## src/rtl/fetch_ctrl.sv

```systemverilog
// Fetch-stage PC sequencer: chooses PC select/stall and IF/ID, ID/EXE flushes.
// Optional performance counters are enabled by defining PERF_CNT_EN.
module fetch_ctrl #(
    parameter int CNT_WIDTH = 32
) (
    input  logic                 clk,
    input  logic                 rst,
    input  logic                 hcf_i,
    input  logic                 load_use_i,
    input  logic                 bp_taken_i,
    input  logic                 exe_valid_i,
    input  logic                 exe_is_br_i,
    input  logic                 exe_pred_taken_i,
    input  logic                 exe_taken_i,
    input  logic                 exe_tgt_ok_i,
    input  logic                 imem_ready_i,
    output logic                 imem_req_o,
    output logic [1:0]           pc_sel_o,
    output logic                 pc_stall_o,
    output logic                 if_flush_o,
    output logic                 id_flush_o,
    output logic                 halted_o,
    output logic [CNT_WIDTH-1:0] mispred_cnt_o,
    output logic [CNT_WIDTH-1:0] stall_cnt_o
);

    typedef enum logic [1:0] {IDLE, RUN, WAIT, HALT} state_t;

    state_t     state_q, state_d;
    logic       pend_q, pend_d;
    logic [1:0] pend_sel_q, pend_sel_d;
    logic       halted_q, halted_d;
    logic       mis;
    logic [1:0] rsel;

    always_comb begin
        mis = exe_valid_i & exe_is_br_i &
              ((exe_pred_taken_i ^ exe_taken_i) | (exe_taken_i & ~exe_tgt_ok_i));
        rsel = exe_taken_i ? 2'd3 : 2'd2;

        state_d    = state_q;
        pend_d     = pend_q;
        pend_sel_d = pend_sel_q;
        pc_sel_o   = 2'd0;
        pc_stall_o = 1'b1;
        if_flush_o = 1'b0;
        id_flush_o = 1'b0;
        imem_req_o = 1'b0;

        case (state_q)
            IDLE: state_d = RUN;
            RUN, WAIT: begin
                imem_req_o = 1'b1;
                if (hcf_i) begin
                    imem_req_o = 1'b0;
                    pend_d     = 1'b0;
                    state_d    = HALT;
                end else if (state_q == WAIT && pend_q) begin
                    // Deferred redirect lands once the wrong-path fetch returns.
                    if (imem_ready_i) begin
                        pc_sel_o   = pend_sel_q;
                        pc_stall_o = 1'b0;
                        if_flush_o = 1'b1;
                        pend_d     = 1'b0;
                        state_d    = RUN;
                    end
                end else if (mis && imem_ready_i) begin
                    pc_sel_o   = rsel;
                    pc_stall_o = 1'b0;
                    if_flush_o = 1'b1;
                    id_flush_o = 1'b1;
                    state_d    = RUN;
                end else if (mis) begin
                    if_flush_o = 1'b1;
                    id_flush_o = 1'b1;
                    pend_d     = 1'b1;
                    pend_sel_d = rsel;
                    state_d    = WAIT;
                end else if (load_use_i) begin
                    id_flush_o = 1'b1;
                    if (imem_ready_i) state_d = RUN;
                end else if (!imem_ready_i) begin
                    state_d = WAIT;
                end else begin
                    pc_sel_o   = bp_taken_i ? 2'd1 : 2'd0;
                    pc_stall_o = 1'b0;
                    state_d    = RUN;
                end
            end
            default: state_d = HALT;
        endcase

        halted_d = (state_d == HALT);
    end

    always_ff @(posedge clk or posedge rst) begin
        if (rst) begin
            state_q    <= IDLE;
            pend_q     <= 1'b0;
            pend_sel_q <= 2'd0;
            halted_q   <= 1'b0;
        end else begin
            state_q    <= state_d;
            pend_q     <= pend_d;
            pend_sel_q <= pend_sel_d;
            halted_q   <= halted_d;
        end
    end

    assign halted_o = halted_q;

`ifdef PERF_CNT_EN
    function automatic logic [CNT_WIDTH-1:0] sat_inc(input logic [CNT_WIDTH-1:0] v);
        return (&v) ? v : v + {{(CNT_WIDTH-1){1'b0}}, 1'b1};
    endfunction

    logic [CNT_WIDTH-1:0] mispred_cnt_q, mispred_cnt_d;
    logic [CNT_WIDTH-1:0] stall_cnt_q, stall_cnt_d;

    // pc_sel 2/3 is only ever driven when a redirect is applied to the PC.
    always_comb begin
        mispred_cnt_d = pc_sel_o[1] ? sat_inc(mispred_cnt_q) : mispred_cnt_q;
        stall_cnt_d   = (pc_stall_o && (state_q == RUN || state_q == WAIT)) ?
                        sat_inc(stall_cnt_q) : stall_cnt_q;
    end

    always_ff @(posedge clk or posedge rst) begin
        if (rst) begin
            mispred_cnt_q <= '0;
            stall_cnt_q   <= '0;
        end else begin
            mispred_cnt_q <= mispred_cnt_d;
            stall_cnt_q   <= stall_cnt_d;
        end
    end

    assign mispred_cnt_o = mispred_cnt_q;
    assign stall_cnt_o   = stall_cnt_q;
`else
    assign mispred_cnt_o = '0;
    assign stall_cnt_o   = '0;
`endif

endmodule

```

## config.mk

```make
export PLATFORM = sky130hd
export DESIGN_NAME = fetch_ctrl
export DESIGN_NICKNAME = d
export VERILOG_FILES = /design/src/rtl/fetch_ctrl.sv
export SDC_FILE = /design/constraint.sdc
export NUM_CORES = 1
export LEC_CHECK = 0
export ABC_AREA = 1
export BUFFER_PORTS_ARGS = -buffer_cell sky130_fd_sc_hd__buf_4
export CORE_MARGIN = 4
export CORE_UTILIZATION = 35
export DETAILED_ROUTE_END_ITERATION = 10
export GPL_TIMING_DRIVEN = 0
export PLACE_DENSITY = 0.89
export RECOVER_POWER = 100
export SYNTH_ARGS = -nofsm -noshare
export SYNTH_HDL_FRONTEND = slang
export SYNTH_SLANG_ARGS = --single-unit
```

## constraint.sdc

```tcl
create_clock -name clk -period 1.49 [get_ports clk]
set_clock_uncertainty 0.15 [all_clocks]
set_input_delay 0.149 -clock clk [delete_from_list [all_inputs] [get_ports clk]]
set_output_delay 0.149 -clock clk [all_outputs]
set_load 0.03 [all_outputs]
```

==> results of run 1 <==
## worst max-delay path by stage
stage	to	slack, ns	cells after the start
floorplan	pc_stall_o	-0.13	6
global placement	pc_sel_o[0]	-0.30	8
detailed placement	pc_sel_o[0]	-0.30	8
CTS	pc_sel_o[1]	-0.36	6
global route	pc_sel_o[1]	-0.40	7
finish	pc_sel_o[1]	-0.32	6
## repair_timing
item / CTS / global route
pin swaps: 13 / 11
resized for setup: 21 / 9
setup endpoints to repair: 12 / 11
hold endpoints to repair: 6 / 0
setup buffers: 12 / 7
hold buffers: 1 / 0
## worst register-to-register path, delay by kind of cell (launching register included)
family	cells	cell delay [ns]
flops	1	0.42
buf+inv	3	0.44
simple gates	4	0.34
fa+ha+maj	1	0.20
compound gates	1	0.11
## flip-flops by register name, summed over array words and instances (netlist names)
register / cells
pend_sel_q: 2
pend_q: 1
state_q: 2
halted_o: 1
## power breakdown
part	switching, mW	internal, mW
clock network	0.0538	0.0908
logic	0.665	0.517
registers	0.0447	0.215
total	0.763	0.823
## layer usage
| metal | track usage (%) | up-vias | share of wire [%] |
|---|---|---|---|
| li1 | - | 481 | - |
| met3 | 2.725 | 0 | 9.5 |
| met2 | 22.81 | 42 | 57 |
| met5 | 0 | - | 0 |
| met4 | 5.882 | 0 | 0 |
| met1 | 12.61 | 358 | 33 |
## final cells by class
| cell class | count | share of cell area [%] |
|---|---|---|
| inverters | 12 | 2.792 |
| clock buffers | 3 | 1.323 |
| multi-input cells | 114 | 39.24 |
| repair buffers | 33 | 17.41 |
| well taps | 30 | 2.204 |
| flip-flops and latches | 6 | 8.817 |
| plain buffers | 64 | 28.21 |
## synthesized netlist by cell type
| cell type | number |
|---|---|
| dfrtp_1 | 6 |
| nor2_2 | 2 |
| nand3_1 | 5 |
| inv_2 | 2 |
| nor2_8 | 1 |
| o21ai_0 | 1 |
| or2_4 | 1 |
| conb_1 | 1 |
| nand3_2 | 1 |
| o21ai_2 | 1 |
| nand2_1 | 16 |
| inv_1 | 10 |
| ha_1 | 3 |
| nand2_2 | 4 |
| nor2_1 | 4 |
| buf_4 | 64 |
| o21ai_1 | 1 |
| a21oi_1 | 6 |
| a21oi_2 | 1 |
| nand4_4 | 1 |
| nand4_1 | 2 |
## metrics by stage
stage | setup slack [ns] | utilization [%]
after floorplan | -0.1313 | -
after global placement | -0.3041 | 55.60
after detailed placement | -0.3037 | 55.60
after CTS | -0.3626 | 63.96
after global routing | -0.4012 | 65.75
final | -0.3231 | 65.75
## cell families (layout without fill, tap and decap cells)
logic type               after synthesis  after routing  synth area share (%)
other                                  1             64                0.3808
adder cells (fa/ha/maj)                3              3                 3.812
flip-flops                             6              6                 15.25
AND/OR/NAND/NOR                       37             37                 21.35
AO/OA/AOI/OAI                         10             10                 5.844
buffers and inverters                 76            112                 53.37
==> results.md, run 1 <==
* Iter 0 DRT Violations at 9
* Netlist cell types at 21
* Synth Cell Area at 984.7 sq um
* Worst Hold Depth at 3
* Worst-path fanout max at 7
* Synthesized flop and latch total at 6
* Initial Utilization at 38.02%
* First-pass GRT wire length at 3477 um
* Hold crit path type: in -> reg
* Final wirelength at 2201 um
* Ports at 82
* Syn Inst Count at 133
* Design Power at 1.586 mW
* Reg clk slew, reported paths at 0.04 ns
* Setup Viol. Count Final at 12
* Overflow after GRT at 0
* Die Y at 61.04 um
* DR vias at 881
* Flop2flop setup slack at -0.22 ns
* Area of the core at 2590 sq um
* Slowest cell on the critical path: dfrtp_1
* Drt pass-1 iters at 4
* Largest area contributor in the netlist: buf_4
* Fmax at 551.5 MHz
* Worst r2r dst: halted_o
* Syn Area/Cell at 7.404 sq um
* Register-to-Register Path Depth at 9
* # H-tree levels at 1
* Setup TNS at -2.384 ns
* Vias in the first global route at 832
* Final Hold Fails at 0
* Register area share after synthesis at 15.25%
* # port buffers at 17
* WP buf/inv at 2
* Clk sinks at 6
* Placed cells at 243
* Min Tclk post-route at 1.813 ns
* Per-cell routed wire length at 8.401 um
* N_diodes at 0
* Clk Latency, worst-skew pair at 0.24 ns
* Die X at 61.04 um
* Via/cell ratio at 3.363
* RSZ-0062 raised after global routing: true
* Area contributors post-synth: buf_4 49%, dfrtp_1 15%, nand2_1 6.1%
* Worst-path cell chain: ha_4 -> nand2_8 -> nand4_1 -> buf_4 -> a21oi_4 -> buf_6
* Worst path required time at 1.19 ns
* Post-route ant nets at 0
* Slew Limit Fails at 0
* Root Buffer: clkbuf_4
* Rows at 18
* Final Net Count at 248
* Dpl cell area at 1440 sq um
* Family with the most delay on the worst path: flip-flops
* Post-DP HPWL at 1715 um
* Reg area at 150.1 sq um
* Static Leak at 0.9970 nW
* Top-area cell type share of the netlist area at 48.79%
* Final worst slack at -0.3231 ns
* Reg2reg start: state_q[1]
* PwrDens at 931.6 nW/um^2
* CP max stage delay at 0.42 ns
* WP data arrival at 1.51 ns
* Yosys warnings at 0
* Filler cells at 225
* Worst setup path category: reg -> out
* TritonCTS clock tree: yes
* HP Start: exe_taken_i
* Initial antenna violation count at 0
* Worst ir drop on vdd at 0.6223 mV
* Hold Path End: pend_sel_q[0]
* Crit share post-route at 121.7%
* CTS Buf Count at 3
* Pin count of the biggest net entering global routing at 9
* Finished layout cell area at 1703 sq um
* Critical Path Start Type: flop
* Final std cells w/o fill at 262
* CP startpoint: state_q[1]
* Setup crit end kind: primary output
* Clock Path Buffers at 2
* Commonest non-fill, non-tap cell in the layout: buf_4
* Area of the multi-input gates at 668.1 sq um
* Tot GR Track Use at 12.17%
* Share of cells above drive strength 1 at 56.47%
* Worst hold slack at 0.09972 ns
* RD Place Congestion at 0.7852
* Die area at 3726 sq um
* # DRC at 0
* Most frequent cells in the layout: 83 x buf_4, 64 x conb_1, 10 x nand2_1, 10 x buf_6, 8 x nand2_2
* P&R area growth vs syn at 72.93%
* Failing checks: setup timing
* Maxcap violations at 0
* Run status: finished, violations left
(Power assumes the default switching activity.)
==> run 2, diff against run 1 <==
--- a/config.mk
+++ b/config.mk
@@ -11,6 +11,7 @@
 export CORE_UTILIZATION = 35
 export DETAILED_ROUTE_END_ITERATION = 10
 export GPL_TIMING_DRIVEN = 0
+export MAX_ROUTING_LAYER = met4
 export PLACE_DENSITY = 0.89
 export RECOVER_POWER = 100
 export SYNTH_ARGS = -nofsm -noshare
==> run 2 against run 1 <==
  * Sequential share of layout area unchanged
  * The flow still finishes with violations (setup timing)
  * Clock power is essentially flat
  * Sequential cell count stayed put
  * Power barely moved
  * Via count unchanged
  * Final area unchanged
  * Non-clock buffer count stayed put
  * Sequential power barely moved
  * Critical endpoint unchanged
  * Setup slack stayed put
  * Maximum frequency unchanged
==> results.md, run 2 (synthesis gave the netlist of run 1 again) <==
* Wire length on met1 at 733 um (+0.27%)
* Area of the core at 2590 sq um (unchanged)
* Filler cells at 225 (unchanged)
* Setup TNS at -2.384 ns (unchanged)
* Gate power share at 74.5% (about the same)
* Die X at 61.04 um (unchanged)
* RD Place Congestion at 0.7961 (+1.4%)
* Critical Path Start Type: flop
* Post-route ant nets at 0 (unchanged)
* Final wirelength at 2201 um (unchanged)
* Fmax at 551.5 MHz (unchanged)
* Largest regs: pend_sel_q x2, state_q x2
* Vias in the first global route at 832 (unchanged)
* Worst hold slack at 0.09972 ns (unchanged)
* Sw Share at 48.13% (about the same)
* Setup crit end kind: primary output
* Static Leak at 0.9970 nW (unchanged)
* Min Tclk post-route at 1.813 ns (unchanged)
* Clock power frac at 9.1% (about the same)
* Worst setup path category: reg -> out
* Worst ir drop on vdd at 0.6223 mV (about the same)
* WP data arrival at 1.51 ns (about the same)
* Drt pass-1 iters at 4 (unchanged)
* Initial Utilization at 38.02% (unchanged)
* Commonest non-fill, non-tap cell in the layout: buf_4
* Crit share post-route at 121.7% (unchanged)
* Clk Latency, worst-skew pair at 0.24 ns (about the same)
* Die area at 3726 sq um (unchanged)
* P&R area growth vs syn at 72.93% (unchanged)
* Routed length on met3 at 206 um (-1.4%)
* Power Internal at 822.9 uW (about the same)
* # port buffers at 17 (unchanged)
* Sequential power share at 16.4% (about the same)
* Share of cells above drive strength 1 at 56.47% (unchanged)
* Slew Limit Fails at 0 (unchanged)
* Final Net Count at 248 (unchanged)
* Setup Viol. Count Final at 12 (unchanged)
* Failing checks: setup timing
* RSZ-0062 raised after global routing: true
* Post-place setup slack at -0.3037 ns (unchanged)
* # H-tree levels at 1 (unchanged)
* Overflow after GRT at 0 (unchanged)
* Met2 WL post-DR at 1260 um (unchanged)
* Per-cell routed wire length at 8.401 um (unchanged)
* Clk sinks at 6 (unchanged)
* Final worst slack at -0.3231 ns (unchanged)
* N_diodes at 0 (unchanged)
* Maxcap violations at 0 (unchanged)
* Rows at 18 (unchanged)
* Most frequent cells in the layout: 83 x buf_4, 64 x conb_1, 10 x nand2_1, 10 x buf_6, 8 x nand2_2
* Clock Path Buffers at 2 (unchanged)
* Via/cell ratio at 3.363 (unchanged)
* Top Metal Used: met3
* Hold crit path type: in -> reg
* Reg area at 150.1 sq um (unchanged)
* Run status: finished, violations left
* Ports at 82 (unchanged)
* First-pass GRT wire length at 3477 um (unchanged)
* Initial antenna violation count at 0 (unchanged)
* Final Hold Fails at 0 (unchanged)
* Post-DP HPWL at 1715 um (unchanged)
* Worst-path fanout max at 7 (unchanged)
* Tot GR Track Use at 12.55% (+0.38 points)
* CTS Buf Count at 3 (unchanged)
* Die Y at 61.04 um (unchanged)
* Area of the multi-input gates at 668.1 sq um (unchanged)
* Root Buffer: clkbuf_4
* Switching pwr at 763.5 uW (about the same)
* Pin count of the biggest net entering global routing at 9 (unchanged)
* Worst path required time at 1.19 ns (about the same)
* TritonCTS clock tree: yes
* DR vias at 881 (unchanged)
* Reg clk slew, reported paths at 0.04 ns (about the same)
* PwrDens at 931.6 nW/um^2 (about the same)
* # DRC at 0 (unchanged)
* Iter 0 DRT Violations at 9 (unchanged)
## run 2: cell counts in the layout (fill, tap and decap cells not counted)
Identical to the previous run, type by type.
## run 2: final cells by class
type                       instances  area share [%]
multi-input combinational        114           39.24
clock buffer                       3           1.323
inverter                          12           2.792
buffer                            64           28.21
tap                               30           2.204
sequential                         6           8.817
timing repair buffer              33           17.41
## run 2: stage by stage
step	instance area (sq um)	total power, mW	util [%]	instances
CTS	1657	1.489	63.96	259
global route	1703	1.693	65.75	262
floorplan	1275	0.9691	-	196
finish	1703	1.586	65.75	262
detailed placement	1440	1.100	55.60	243
global placement	1440	1.088	55.60	243
## run 2: metal layers
| metal | vias up | global-route usage (%) |
|---|---|---|
| met5 | - | - |
| met4 | 0 | 5.882 |
| met3 | 0 | 2.516 |
| met2 | 42 | 22.81 |
| met1 | 358 | 12.74 |
| li1 | 481 | - |
## run 2: critical path, cell delays in order, from the launching register on
cell     delay [ns]
dfrtp_1        0.42
ha_4           0.20
nand2_8        0.08
nand4_1        0.14
buf_4          0.20
a21oi_4        0.11
buf_6          0.14
## run 2: what timing repair did
item	in CTS	in global routing
buffers inserted	12	7
cloned	0	0
gates resized for setup	21	9
hold buffers	1	0
pin swaps	13	11
endpoints found under the setup margin	12	11
endpoints found under the hold margin	6	0
## run 2: worst paths after layout
kind / startpoint / to / slack, ns / cells past startpoint
setup / recovery: state_q[1] / pc_sel_o[1] / -0.32 / 6
hold / removal: exe_taken_i / pend_sel_q[0] / 0.1 / 3
setup reg to reg: state_q[1] / halted_o / -0.22 / 9
hold reg to reg: pend_sel_q[1] / pend_sel_q[1] / 0.35 / 2
max in group asynchronous: rst / pend_sel_q[1] / 0.79 / 3
min in group asynchronous: rst / halted_o / 0.21 / 3
## run 2: power groups by stage
stage | Clock [mW] | Sequential [mW] | Combinational, mW
after floorplan | 0 | 0.268 | 0.701
after global placement | 0 | 0.252 | 0.836
after detailed placement | 0 | 0.255 | 0.846
after CTS | 0.151 | 0.257 | 1.08
after global routing | 0.158 | 0.265 | 1.27
final | 0.145 | 0.260 | 1.18
